`config.mk`:
```
export PLATFORM = sky130hd
export DESIGN_NAME = pgm_sched
export DESIGN_NICKNAME = d
export VERILOG_FILES = /design/src/rtl/pgm_pkg.sv /design/src/rtl/pgm_sched_cfg.sv /design/src/rtl/pgm_sched.sv
export SDC_FILE = /design/constraint.sdc
export NUM_CORES = 1
export LEC_CHECK = 0
export BUFFER_PORTS_ARGS = -buffer_cell sky130_fd_sc_hd__buf_2
export CAP_MARGIN = 15
export CELL_PAD_IN_SITES_DETAIL_PLACEMENT = 0
export CELL_PAD_IN_SITES_GLOBAL_PLACEMENT = 2
export CORE_ASPECT_RATIO = 0.7
export CORE_MARGIN = 2
export CORE_UTILIZATION = 35
export CTS_CLUSTER_DIAMETER = 100
export DETAILED_ROUTE_END_ITERATION = 12
export PLACE_DENSITY_LB_ADDON = 0.1
export SYNTH_ARGS = -nofsm -noshare
export SYNTH_HDL_FRONTEND = slang
export SYNTH_SLANG_ARGS = --single-unit
```
`constraint.sdc`:
```
create_clock -name clk -period 4.52 [get_ports clk]
set_input_delay 0.678 -clock clk [delete_from_list [all_inputs] [get_ports clk]]
set_output_delay 0.678 -clock clk [all_outputs]
set_load 0.005 [all_outputs]
```
`src/rtl/pgm_pkg.sv`:
```
// Shared types and constants for the PGM generation scheduler.
// Covers the FSM state enum, register map, control-word opcodes and field positions.
package pgm_pkg;

    localparam int CW = 134;

    localparam int TYPE_HI = 133;
    localparam int TYPE_LO = 132;
    localparam int RESP_HI = 127;
    localparam int RESP_LO = 124;
    localparam int OP_HI   = 126;
    localparam int OP_LO   = 124;
    localparam int MID_HI  = 103;
    localparam int MID_LO  = 96;
    localparam int ADDR_HI = 95;
    localparam int ADDR_LO = 64;
    localparam int DATA_HI = 31;
    localparam int DATA_LO = 0;

    localparam logic [1:0] TYPE_HDR = 2'b01;
    localparam logic [2:0] OP_WR    = 3'b010;
    localparam logic [2:0] OP_RD    = 3'b001;
    localparam logic [3:0] RD_RESP  = 4'b1011;

    localparam logic [31:0] ADDR_CTRL        = 32'h0;
    localparam logic [31:0] ADDR_GAP         = 32'h1;
    localparam logic [31:0] ADDR_PKT_TOTAL   = 32'h2;
    localparam logic [31:0] ADDR_PROBE_EVERY = 32'h3;
    localparam logic [31:0] ADDR_SENT_PKT    = 32'h4;
    localparam logic [31:0] ADDR_SENT_PROBE  = 32'h5;

    typedef enum logic [2:0] {
        IDLE,
        ISSUE,
        BUSY,
        GAP,
        FIN
    } state_t;

endpackage

```
`src/rtl/pgm_sched_cfg.sv`:
```
// Control-chain endpoint for pgm_sched: decodes control packets, holds the
// configuration registers and turns read requests into response words.
module pgm_sched_cfg
    import pgm_pkg::*;
#(
    parameter logic [7:0] LMID  = 8'd62,
    parameter int         CNT_W = 32
) (
    input  logic             clk,
    input  logic             rst_n,
    input  logic [CW-1:0]    cin_data,
    input  logic             cin_data_wr,
    input  logic             cin_ready,
    output logic [CW-1:0]    cout_data,
    output logic             cout_data_wr,
    input  logic [CNT_W-1:0] sent_pkt,
    input  logic [CNT_W-1:0] sent_probe,
    output logic             enable,
    output logic             soft_rst,
    output logic [CNT_W-1:0] gap,
    output logic [CNT_W-1:0] pkt_total,
    output logic [CNT_W-1:0] probe_every
);

    logic          hit;
    logic          wr_hit;
    logic          rd_hit;
    logic [31:0]   addr;
    logic [31:0]   wdata;
    logic [31:0]   rd_val;
    logic [CW-1:0] fwd;

    assign addr   = cin_data[ADDR_HI:ADDR_LO];
    assign wdata  = cin_data[DATA_HI:DATA_LO];
    assign hit    = cin_data_wr && cin_ready
                 && (cin_data[TYPE_HI:TYPE_LO] == TYPE_HDR)
                 && (cin_data[MID_HI:MID_LO] == LMID);
    assign wr_hit = hit && (cin_data[OP_HI:OP_LO] == OP_WR);
    assign rd_hit = hit && (cin_data[OP_HI:OP_LO] == OP_RD);

    // NOTE: every always_comb output gets a default first, so no path can infer a latch.
    always_comb begin
        rd_val = '1;
        case (addr)
            ADDR_CTRL:        rd_val = {31'd0, enable};
            ADDR_GAP:         rd_val = 32'(gap);
            ADDR_PKT_TOTAL:   rd_val = 32'(pkt_total);
            ADDR_PROBE_EVERY: rd_val = 32'(probe_every);
            ADDR_SENT_PKT:    rd_val = 32'(sent_pkt);
            ADDR_SENT_PROBE:  rd_val = 32'(sent_probe);
            default:          rd_val = '1;
        endcase
    end

    always_comb begin
        fwd = cin_data;
        if (rd_hit) begin
            fwd[RESP_HI:RESP_LO] = RD_RESP;
            fwd[DATA_HI:DATA_LO] = rd_val;
        end
    end

    // NOTE: non-blocking assignments so every register samples pre-edge values.
    always_ff @(posedge clk or negedge rst_n) begin
        if (!rst_n) begin
            cout_data    <= '0;
            cout_data_wr <= 1'b0;
            enable       <= 1'b0;
            soft_rst     <= 1'b0;
            gap          <= '0;
            pkt_total    <= '0;
            probe_every  <= '0;
        end else begin
            cout_data    <= fwd;
            cout_data_wr <= cin_data_wr;
            soft_rst     <= 1'b0;  // single-cycle pulse
            if (wr_hit) begin
                case (addr)
                    ADDR_CTRL: begin
                        enable   <= wdata[0];
                        soft_rst <= wdata[1];
                    end
                    ADDR_GAP:         gap         <= CNT_W'(wdata);
                    ADDR_PKT_TOTAL:   pkt_total   <= CNT_W'(wdata);
                    ADDR_PROBE_EVERY: probe_every <= CNT_W'(wdata);
                    default: ;
                endcase
            end
        end
    end

endmodule

```
`src/rtl/pgm_sched.sv`:
```
// PGM generation scheduler: paces gen_req pulses with a programmable gap,
// marks periodic latency probes and stops after a programmed packet count.
module pgm_sched
    import pgm_pkg::*;
#(
    parameter logic [7:0] LMID  = 8'd62,
    parameter int         CNT_W = 32
) (
    input  logic          clk,
    input  logic          rst_n,
    input  logic [CW-1:0] cin_data,
    input  logic          cin_data_wr,
    output logic          cout_ready,
    output logic [CW-1:0] cout_data,
    output logic          cout_data_wr,
    input  logic          cin_ready,
    output logic          gen_req,
    output logic          gen_probe,
    input  logic          gen_done,
    input  logic          out_alf,
    output logic          sched_active,
    output logic          sched_fin
);

    localparam logic [CNT_W-1:0] ONE = CNT_W'(1);

    logic             enable;
    logic             soft_rst;
    logic [CNT_W-1:0] gap;
    logic [CNT_W-1:0] pkt_total;
    logic [CNT_W-1:0] probe_every;
    logic [CNT_W-1:0] sent_pkt;
    logic [CNT_W-1:0] sent_probe;
    logic [CNT_W-1:0] since_probe;
    logic [CNT_W-1:0] gap_cnt;
    logic             cur_probe;
    logic             probe_now;
    logic             last_pkt;
    state_t           state;
    state_t           state_nxt;

    assign cout_ready = cin_ready;

    pgm_sched_cfg #(
        .LMID  (LMID),
        .CNT_W (CNT_W)
    ) u_cfg (
        .clk          (clk),
        .rst_n        (rst_n),
        .cin_data     (cin_data),
        .cin_data_wr  (cin_data_wr),
        .cin_ready    (cin_ready),
        .cout_data    (cout_data),
        .cout_data_wr (cout_data_wr),
        .sent_pkt     (sent_pkt),
        .sent_probe   (sent_probe),
        .enable       (enable),
        .soft_rst     (soft_rst),
        .gap          (gap),
        .pkt_total    (pkt_total),
        .probe_every  (probe_every)
    );

    assign probe_now    = (probe_every != '0) && (since_probe == probe_every - ONE);
    assign last_pkt     = (pkt_total != '0) && (sent_pkt + ONE == pkt_total);
    assign sched_active = (state == ISSUE) || (state == BUSY) || (state == GAP);
    assign sched_fin    = (state == FIN);

    always_comb begin
        state_nxt = state;
        gen_req   = 1'b0;
        gen_probe = 1'b0;
        case (state)
            IDLE:  if (enable) state_nxt = ISSUE;
            ISSUE: begin
                if (!enable) begin
                    state_nxt = IDLE;
                end else if (!out_alf) begin
                    gen_req   = 1'b1;
                    gen_probe = probe_now;
                    state_nxt = BUSY;
                end
            end
            // An in-flight packet always completes; enable is only looked at on gen_done.
            BUSY: begin
                if (gen_done) begin
                    if (last_pkt)     state_nxt = FIN;
                    else if (!enable) state_nxt = IDLE;
                    else              state_nxt = GAP;
                end
            end
            GAP: begin
                if (!enable)             state_nxt = IDLE;
                else if (gap_cnt == '0)  state_nxt = ISSUE;
            end
            FIN:     if (!enable) state_nxt = IDLE;
            default: state_nxt = IDLE;
        endcase
        if (soft_rst) begin
            state_nxt = IDLE;
            gen_req   = 1'b0;
            gen_probe = 1'b0;
        end
    end

    always_ff @(posedge clk or negedge rst_n) begin
        if (!rst_n) begin
            state       <= IDLE;
            sent_pkt    <= '0;
            sent_probe  <= '0;
            since_probe <= '0;
            gap_cnt     <= '0;
            cur_probe   <= 1'b0;
        end else begin
            state <= state_nxt;
            if (soft_rst || (state == IDLE && enable)) begin
                sent_pkt    <= '0;
                sent_probe  <= '0;
                since_probe <= '0;
            end else if (state == BUSY && gen_done) begin
                sent_pkt <= sent_pkt + ONE;
                if (cur_probe) begin
                    sent_probe  <= sent_probe + ONE;
                    since_probe <= '0;
                end else begin
                    since_probe <= since_probe + ONE;
                end
            end
            if (gen_req) cur_probe <= gen_probe;
            // Reloaded throughout BUSY so a GAP write lands at the next packet boundary.
            if (state == BUSY)                        gap_cnt <= gap;
            else if (state == GAP && gap_cnt != '0)   gap_cnt <= gap_cnt - ONE;
        end
    end

endmodule

```
======== After elaboration in Yosys (flattened, before gate mapping) ========
Index checks and enable logic that the tools add are counted.
storage, ports and cells
  latch bits .............................. 0
  memory bits (read-only) ................. 0
  output and inout bits ................... 140
  input bits .............................. 140
  bits in registers ....................... 365
  bits in writable memories ............... 0
  logic and storage cells ................. 100
  memories ................................ 0
cells by class
  shifts and indexed selects .............. 0
  muxes and demuxes ....................... 34
  add/sub/neg operators ................... 5
  bitwise gates (word level) .............. 0
  eq/ne operators ......................... 20
  order comparisons ....................... 0
  reduce and logical (&&, ||, !) cells .... 28
  div/mod/pow operators ................... 0
  multiply operators ...................... 0
operators with widths
  cell                                                                  number
  32-bit 2-to-1 mux                                                     11
  32-bit one-hot mux with 6 select lines                                1
  32-bit by 1-bit adder with 32-bit output, second input constant       3
  32-bit nonzero test                                                   3
  32-bit by 2-bit == test with 1-bit output, second input constant      2
  32-bit by 3-bit == test with 1-bit output, second input constant      2
  32-bit == test                                                        2
  32-bit logical NOT                                                    2
  32-bit by 1-bit subtractor with 32-bit output, second input constant  2
  32-bit by 1-bit == test with 1-bit output, second input constant      1
  3-bit 2-to-1 mux                                                      9
  3-bit one-hot mux with 5 select lines                                 1
  1-bit logical AND                                                     10
  1-bit 2-to-1 mux                                                      10
  2-bit AND reduction                                                   5
  3-bit by 2-bit == test with 1-bit output, second input constant       3
  8-bit by 6-bit == test with 1-bit output, second input constant       1
  4-bit inequality test, second input constant                          2
  3-bit by 1-bit == test with 1-bit output, second input constant       2
  2-bit nonzero test                                                    3
  5-bit AND reduction                                                   1
  4-bit 2-to-1 mux                                                      1
  3-bit == test, second input constant                                  1
  3-bit logical NOT                                                     1
  6 further kinds                                                       8

======== Depth between registers and ports, before layout ========
Gate-level depths: netlist of run 1.
  word-level depth ........................ 7
  mapped depth ............................ 11
  depth with buffers taken out ............ 9

======== Cells and area by module ========
Synthesis of run 1 repeated with hierarchy kept, for this count alone.
second synthesis, totals
  cell total of the unflattened synthesis .. 1650
  area total of the unflattened synthesis .. 17825.8 um^2
by module, submodules not included
  module         cells an instance  times used  area each (um^2)  sequential area each (um^2)
  pgm_sched      1082               1           9031.2            3303.2
  pgm_sched_cfg  568                1           8794.7            5830.6

======== Worst setup path after synthesis of run 1 ========
Ideal clock, no wire load.
  kind .................................... flip-flop to output port
  start ................................... reg u_cfg.probe_every[0]
  end ..................................... out gen_probe
  cell stages (with the launch flop) ...... 10
  required time ........................... 3842 ps
  data arrival time ....................... 2484 ps
  path slack .............................. 1358 ps
  buffers on the path ..................... 1
  cells stage by stage .................... dfrtp_1 clkbuf_1 inv_1 ha_1 xor2_1 nand3_1 or4b_2 nor4_1 nand4b_1 nor4_1
between the ends
  cells in the longest elaborated chain, start to end .. 7
  elaborated cells on any way between the ends .. 8
  classes of those cells .................. add/sub (1); eq/ne (1); mux (4); reduce/logical (2)
RTL lines
  what                                           line                 source
  start, declared                                pgm_sched_cfg.sv:22  output logic [CNT_W-1:0] probe_every
  start signal, assigned                         pgm_sched_cfg.sv:85  ADDR_PROBE_EVERY: probe_every <= CNT_W'(wdata);
  32-bit by 1-bit subtractor with 32-bit output  pgm_sched.sv:64      assign probe_now = (probe_every != '0) && (since_probe == probe_every - ONE);
  32-bit == test                                 pgm_sched.sv:64
  1-bit logical AND (*)                          pgm_sched.sv:64
  1-bit 2-to-1 mux (*)                           pgm_sched.sv:78      end else if (!out_alf) begin
  1-bit 2-to-1 mux (*)                           pgm_sched.sv:76      if (!enable) begin
  1-bit 2-to-1 mux (*)                           pgm_sched.sv:73      case (state)
  1-bit 2-to-1 mux (*)                           pgm_sched.sv:99      if (soft_rst) begin
  end, declared                                  pgm_sched.sv:18      output logic gen_probe,
Mark *: on every way between the ends. The rest lies on a longest branch, timed or not.

======== Worst setup path in the final report of run 1 ========
  start ................................... reg u_cfg.probe_every[14]
  end ..................................... out gen_probe
Same word-level chain as after synthesis.

==> results of run 1 <==
-- layer usage --
metal  vias to the layer above  share of wire  track usage
li1                       6896              -            -
met1                      7566           0.52        0.380
met2                       524           0.40        0.312
met3                        71          0.063       0.0346
met4                         0          0.020       0.0592
met5                         -              0            0
-- metrics by stage --
stage | worst slack [ps] | hold slack (ps) | utilization
detailed placement | 704 | 500 | 0.396
CTS | 76.5 | 162 | 0.424
global placement | 774 | 500 | 0.396
global route | 13.6 | 183 | 0.425
floorplan | 1360 | 382 | -
finish | 230 | 150 | 0.425
-- state kept, by name, indices dropped and copies added, names as in the netlist, 32 cells and up --
register / cells
u_cfg.probe_every: 32
u_cfg.cout_data: 134
u_cfg.pkt_total: 32
sent_probe: 32
since_probe: 32
u_cfg.gap: 32
gap_cnt: 32
sent_pkt: 32
-- power groups by stage --
| stage | combinational (mW) | sequential [mW] | clock (mW) |
|---|---|---|---|
| after floorplan | 0.0321 | 3.41 | 0 |
| after global placement | 0.293 | 3.40 | 0 |
| after global routing | 0.317 | 3.35 | 3.82 |
| after CTS | 0.296 | 3.35 | 3.68 |
| after detailed placement | 0.295 | 3.40 | 0 |
| final | 0.284 | 3.35 | 3.57 |
-- cell type report --
cell class,count,area (sq um)
clock buffer,58,1180
clock inverter,15,238
fill,4922,29100
inverter,18,67.6
multi-input combinational,1260,8350
sequential,365,9130
tap,674,843
timing repair buffer,314,1720
-- synth_stat cells (7+ instances only) --
| cell | count |
|---|---|
| nand2_1 | 119 |
| nand2b_1 | 10 |
| mux2_2 | 97 |
| buf_1 | 9 |
| nor4b_1 | 11 |
| or3_1 | 19 |
| o311ai_0 | 11 |
| xor2_1 | 57 |
| xnor2_1 | 64 |
| a22oi_1 | 35 |
| or2_2 | 12 |
| dfrtp_1 | 365 |
| a21oi_1 | 73 |
| o21ai_0 | 86 |
| and2_1 | 14 |
| mux2i_1 | 38 |
| nand3b_1 | 7 |
| o211ai_1 | 19 |
| nand3_1 | 68 |
| nor3b_1 | 8 |
| a31oi_1 | 13 |
| o31ai_1 | 15 |
| a211oi_1 | 34 |
| nor3_1 | 38 |
| and3_1 | 27 |
| a21o_1 | 9 |
| clkbuf_1 | 97 |
| nor4_1 | 37 |
| nand4_1 | 51 |
| nor2_1 | 174 |
| and4_1 | 16 |
| inv_1 | 18 |
| or4_1 | 16 |
-- kinds of logic after synthesis --
family / count (synthesis) / share of synthesized area
and+or+nand+nor: 658 / 0.194
muxes: 135 / 0.0821
xor gates and xnor gates: 122 / 0.0604
AOI/OAI and AO/OA: 338 / 0.122
DFF: 365 / 0.509
buffers and inverters: 130 / 0.0282
adders and majority gates: 6 / 0.00418
-- path summary, 6_finish.rpt --
check                                             startpoint                        endpoint  slack [ps]
setup / recovery           u_cfg.probe_every[14]$_DFFE_PN0P_                       gen_probe         230
hold reg to reg                     u_cfg.gap[9]$_DFFE_PN0P_          gap_cnt[9]$_DFFE_PN0P_         520
hold / removal                                         rst_n  u_cfg.cout_data[110]$_DFF_PN0_         150
setup reg to reg                     sent_pkt[0]$_DFFE_PN0P_            state[0]$_DFFE_PN0P_         920
min in group clk                                cin_data[54]   u_cfg.cout_data[54]$_DFF_PN0_         220
max in group asynchronous                              rst_n       u_cfg.gap[27]$_DFFE_PN0P_        3390
-- critical path: stages, from the launching register on --
cell,delay (ps)
dfrtp_1,470
nor4_1,660
nand4_1,470
nor2_1,300
xnor2_1,100
a211o_1,350
a22o_1,210
nor4_1,290
buf_2,190
==> impl_metrics.py, run 1 <==
metrics = {
    "setup_path": {
        "crit_path_end_kind": "output pin",
        "worst-path-max-fanout": 9,
        "cp.arrival_ps": 3610,
        "cp.required_ps": 3840,
        "r2r_cells": 9,
        "path_class": "reg2out",
        "start_kind": "flip-flop",
    },
    "clocking": {
        "clk_path_buf_depth": 3,
        "clk_pin_slew_ps": 60,
        "clock-sinks": 365,
        "cts_buffers": 41,
        "post_cts_buffers": 0,
        "cts_root_buffer": "clkbuf_16",
        "postCtsResizedCells": 0,
        "cts_tree": "built",
        "clk_latency_ps": 570,
        "htree_levels": 2,
        "cts_hold_buf": 0,
    },
    "worst_hold_path": {
        "hp-class": "in2async",
    },
    "finish": {
        "areaGrowthSynthToFinish_pct": 20.0,
        "final_common_cell": "dfrtp_1",
        "fin_cells": 2704,
        "n_antenna_cell": 0,
        "finalNetCount": 2146,
        "most-common-layout-cells": "dfrtp_1 (365), buf_2 (278), nor2_1 (172), nand2_1 (119), mux2_2 (97)",
        "drive_above_1_share": 0.250,
        "fin_area_sq_mm": 0.0215,
    },
    "placed_design": {
        "port-buffer-count": 279,
        "dp_cells": 2629,
        "dp_hpwl_microns": 46700,
        "gp_congestion": 0.860,
        "placed_area_sq_mm": 0.0201,
    },
    "power_and_ir_drop": {
        "total_power_mw": 7.20,
        "total_leakage_power_nw": 9.80,
        "pwr-share-comb": 0.039,
        "p_per_area_mw_per_mm2": 334,
        "internal_power_mw": 5.60,
        "p_clk_frac": 0.496,
        "p_switching_mw": 1.60,
        "peakVddDrop_uv": 300,
        "swShare": 0.222,
        "seq_power_share": 0.465,
    },
    "synthesis": {
        "synth_largest_area_cell": "dfrtp_1",
        "synth_warnings": 0,
        "syn_area_sq_mm": 0.0179,
        "synthCells": 1754,
        "synth.distinct_cells": 73,
        "synth_nets": 1900,
        "seq_area_frac_synth": 0.509,
        "synth_top_area_frac": 0.509,
        "ys.flop_type": "dfrtp_1",
        "synth_area_leaders": "dfrtp_1 (51%), mux2_2 (6.1%), nor2_1 (3.6%)",
        "ys_async_sr_fraction": 1.00,
        "synth.avg_cell_area_sq_um": 10.2,
        "ys_seq_elements": 365,
        "synth_edf_count": 0,
    },
    "global_routing": {
        "antenna_found_initial": 2,
        "grt_usage": 0.232,
        "grt_max_degree": 96,
        "grt_pass1_wl_microns": 93300,
        "grt_overflow": 0,
        "grt_pass1_vias": 14200,
    },
    "timing": {
        "rsz0062_at_grt": "no",
        "max-slew-margin-rel": 0.293,
        "setup_viol": 0,
        "fin_skew_ps": 16.5,
        "tns_ps": 0,
        "max_freq_mhz": 233,
        "finalHoldViolations": 0,
        "timing.final.crit_period_ps": 4290,
        "report.final.slew_viol_count": 0,
        "worstMarginPinSlew_ps": 1050,
        "finalCritPeriodShare": 0.949,
    },
    "routing": {
        "drt_iter0_drc": 1226,
        "vias": 15100,
        "firstDrtPassIters": 5,
        "route.detailed.drc": 0,
        "drt-wirelength-per-cell_microns": 23.1,
        "avgViaCountPerCell": 5.57,
        "antenna_left": 0,
        "wl_microns": 62500,
    },
    "die": {
        "dieWidth_microns": 275,
        "core_area_sq_mm": 0.0507,
        "rows": 69,
        "die_area_sq_mm": 0.0531,
        "io_pins": 280,
        "die_h_microns": 193,
        "initial_utilization": 0.354,
    },
    "run_status": {
        "status": "complete, no violations",
    },
    "job": {
        "maxCapViolCount": 0,
    },
}
No activity file was read; power rests on OpenSTA's default activity.
==> run 2, diff against run 1 <==
--- a/config.mk
+++ b/config.mk
@@ -9,7 +9,7 @@
 export CAP_MARGIN = 15
 export CELL_PAD_IN_SITES_DETAIL_PLACEMENT = 0
 export CELL_PAD_IN_SITES_GLOBAL_PLACEMENT = 2
-export CORE_ASPECT_RATIO = 0.7
+export CORE_ASPECT_RATIO = 2
 export CORE_MARGIN = 2
 export CORE_UTILIZATION = 35
 export CTS_CLUSTER_DIAMETER = 100
==> run 2 against run 1 <==
Sequential share of layout area up 0.49 points. Via count down 1.8%. Cell area down 1.1%. Clock skew up 9.8 ps. Final cell count down 0.92%. Power down 7.2%. Sequential power about the same. Fmax about the same. Flip-flop and latch count unchanged.
==> impl_metrics.py, run 2 (synthesis gave the netlist of run 1 again) <==
metrics = {
    "routing": {
        "drt-wirelength-per-cell_microns": 24.3,
        "avgViaCountPerCell": 5.52,
        "antenna_left": 0,
        "drt_iter0_drc": 937,
        "route.detailed.drc": 0,
        "firstDrtPassIters": 5,
        "vias": 14800,
        "wl_microns": 65200,
    },
    "timing": {
        "hold_ws_ps": 134,
        "worstMarginPinSlew_ps": 943,
        "max-slew-margin-rel": 0.370,
        "rsz0062_at_grt": "no",
        "tns_ps": 0,
        "setup_viol": 0,
        "max_freq_mhz": 233,
        "report.final.slew_viol_count": 0,
        "finalCritPeriodShare": 0.949,
        "fin_ws_ps": 230,
        "fin_skew_ps": 26.3,
        "finalHoldViolations": 0,
        "timing.final.crit_period_ps": 4290,
    },
    "global_routing": {
        "grt_pass1_wl_microns": 97600,
        "grt_usage": 0.248,
        "antenna_found_initial": 0,
        "grt_pass1_vias": 15300,
        "grt_max_degree": 84,
        "grt_overflow": 0,
    },
    "clocking": {
        "clk_pin_slew_ps": 70,
        "clk_latency_ps": 570,
        "postCtsResizedCells": 0,
        "cts_tree": "built",
        "htree_levels": 2,
        "post_cts_buffers": 0,
        "cts_hold_buf": 0,
        "cts_buffers": 36,
        "clk_path_buf_depth": 3,
        "clock-sinks": 365,
        "cts_root_buffer": "clkbuf_16",
    },
    "finish": {
        "top_register": "u_cfg.cout_data",
        "most-common-layout-cells": "dfrtp_1 (365), buf_2 (278), nor2_1 (172), nand2_1 (119), mux2_2 (97)",
        "n_fill_cell": 5000,
        "largest_register_ffs": 134,
        "areaGrowthSynthToFinish_pct": 18.7,
        "final-seq-area_sq_mm": 0.00913,
        "multi_input_area_sq_mm": 0.00834,
        "finalNetCount": 2148,
        "final_common_cell": "dfrtp_1",
        "n_antenna_cell": 0,
        "drive_above_1_share": 0.250,
    },
    "setup_path": {
        "worst-path-max-fanout": 9,
        "path_class": "reg2out",
        "cp.required_ps": 3840,
        "crit_path_end_kind": "output pin",
        "start_kind": "flip-flop",
        "cp.arrival_ps": 3610,
    },
    "power_and_ir_drop": {
        "p_per_area_mw_per_mm2": 314,
        "peakVddDrop_uv": 301,
        "total_leakage_power_nw": 9.71,
    },
    "placed_design": {
        "port-buffer-count": 279,
        "gp_congestion": 0.926,
        "dp_hpwl_microns": 50300,
        "dpl_worst_slack_ps": 733,
    },
    "die": {
        "initial_utilization": 0.353,
        "io_pins": 280,
        "die_h_microns": 324,
        "dieWidth_microns": 164,
        "rows": 117,
        "die_area_sq_mm": 0.0532,
        "core_area_sq_mm": 0.0508,
    },
    "worst_hold_path": {
        "hp-class": "in2async",
    },
    "run_status": {
        "status": "complete, no violations",
    },
    "job": {
        "maxCapViolCount": 0,
    },
}
==> run 2: path summary, 6_finish.rpt <==
| kind | start | to | slack [ps] | cells past startpoint |
|---|---|---|---|---|
| max | u_cfg.probe_every[0]$_DFFE_PN0P_ | gen_probe | 230 | 10 |
| min | rst_n | u_cfg.cout_data[70]$_DFF_PN0_ | 130 | 1 |
| max reg2reg | sent_pkt[0]$_DFFE_PN0P_ | state[1]$_DFFE_PN0P_ | 1160 | 10 |
| min reg2reg | gap_cnt[21]$_DFFE_PN0P_ | gap_cnt[21]$_DFFE_PN0P_ | 520 | 1 |
| max in group asynchronous | rst_n | gap_cnt[26]$_DFFE_PN0P_ | 3450 | 2 |
| min in group clk | cin_data[114] | u_cfg.cout_data[114]$_DFF_PN0_ | 220 | 1 |
==> run 2: routing by layer <==
layer / share of wire / global-route usage / vias to the layer above
met3: 0.039 / 0.0265 / 128
met1: 0.36 / 0.268 / 7286
met4: 0.050 / 0.116 / 0
met5: 0 / 0 / -
li1: - / - / 6891
met2: 0.55 / 0.475 / 488
==> run 2: metrics by stage <==
step                utilization  instance area [sq um]  instances  power [mW]
CTS                       0.419                  21300       2679        6.79
global placement          0.397                  20100       2618        3.69
detailed placement        0.397                  20100       2618        3.70
finish                    0.419                  21300       2679        6.68
floorplan                     -                  17900       1754        3.45
global route              0.419                  21300       2679        6.95
==> run 2: layout make-up <==
cell class,count,area share
Clock buffer,48,0.0478
Sequential cell,365,0.429
Clock inverter,13,0.00605
Timing Repair Buffer,322,0.0836
Inverter,18,0.00317
Multi-Input combinational cell,1259,0.392
Tap cell,654,0.0384
==> run 2: critical path, stage by stage (launching register included) <==
cell and delay [ps]:
dfrtp_1 530, inv_1 120, ha_1 320, xor2_1 220
nand3_1 120, or4b_2 680, nor4_1 290, nand4b_1 130
nor4_1 340, buf_4 190, buf_2 110
==> run 2: power by group <==
part           internal [mW]  switching [mW]
Combinational          0.108           0.170
Sequential              3.33          0.0193
Clock                   1.70            1.36
Total                   5.14            1.55
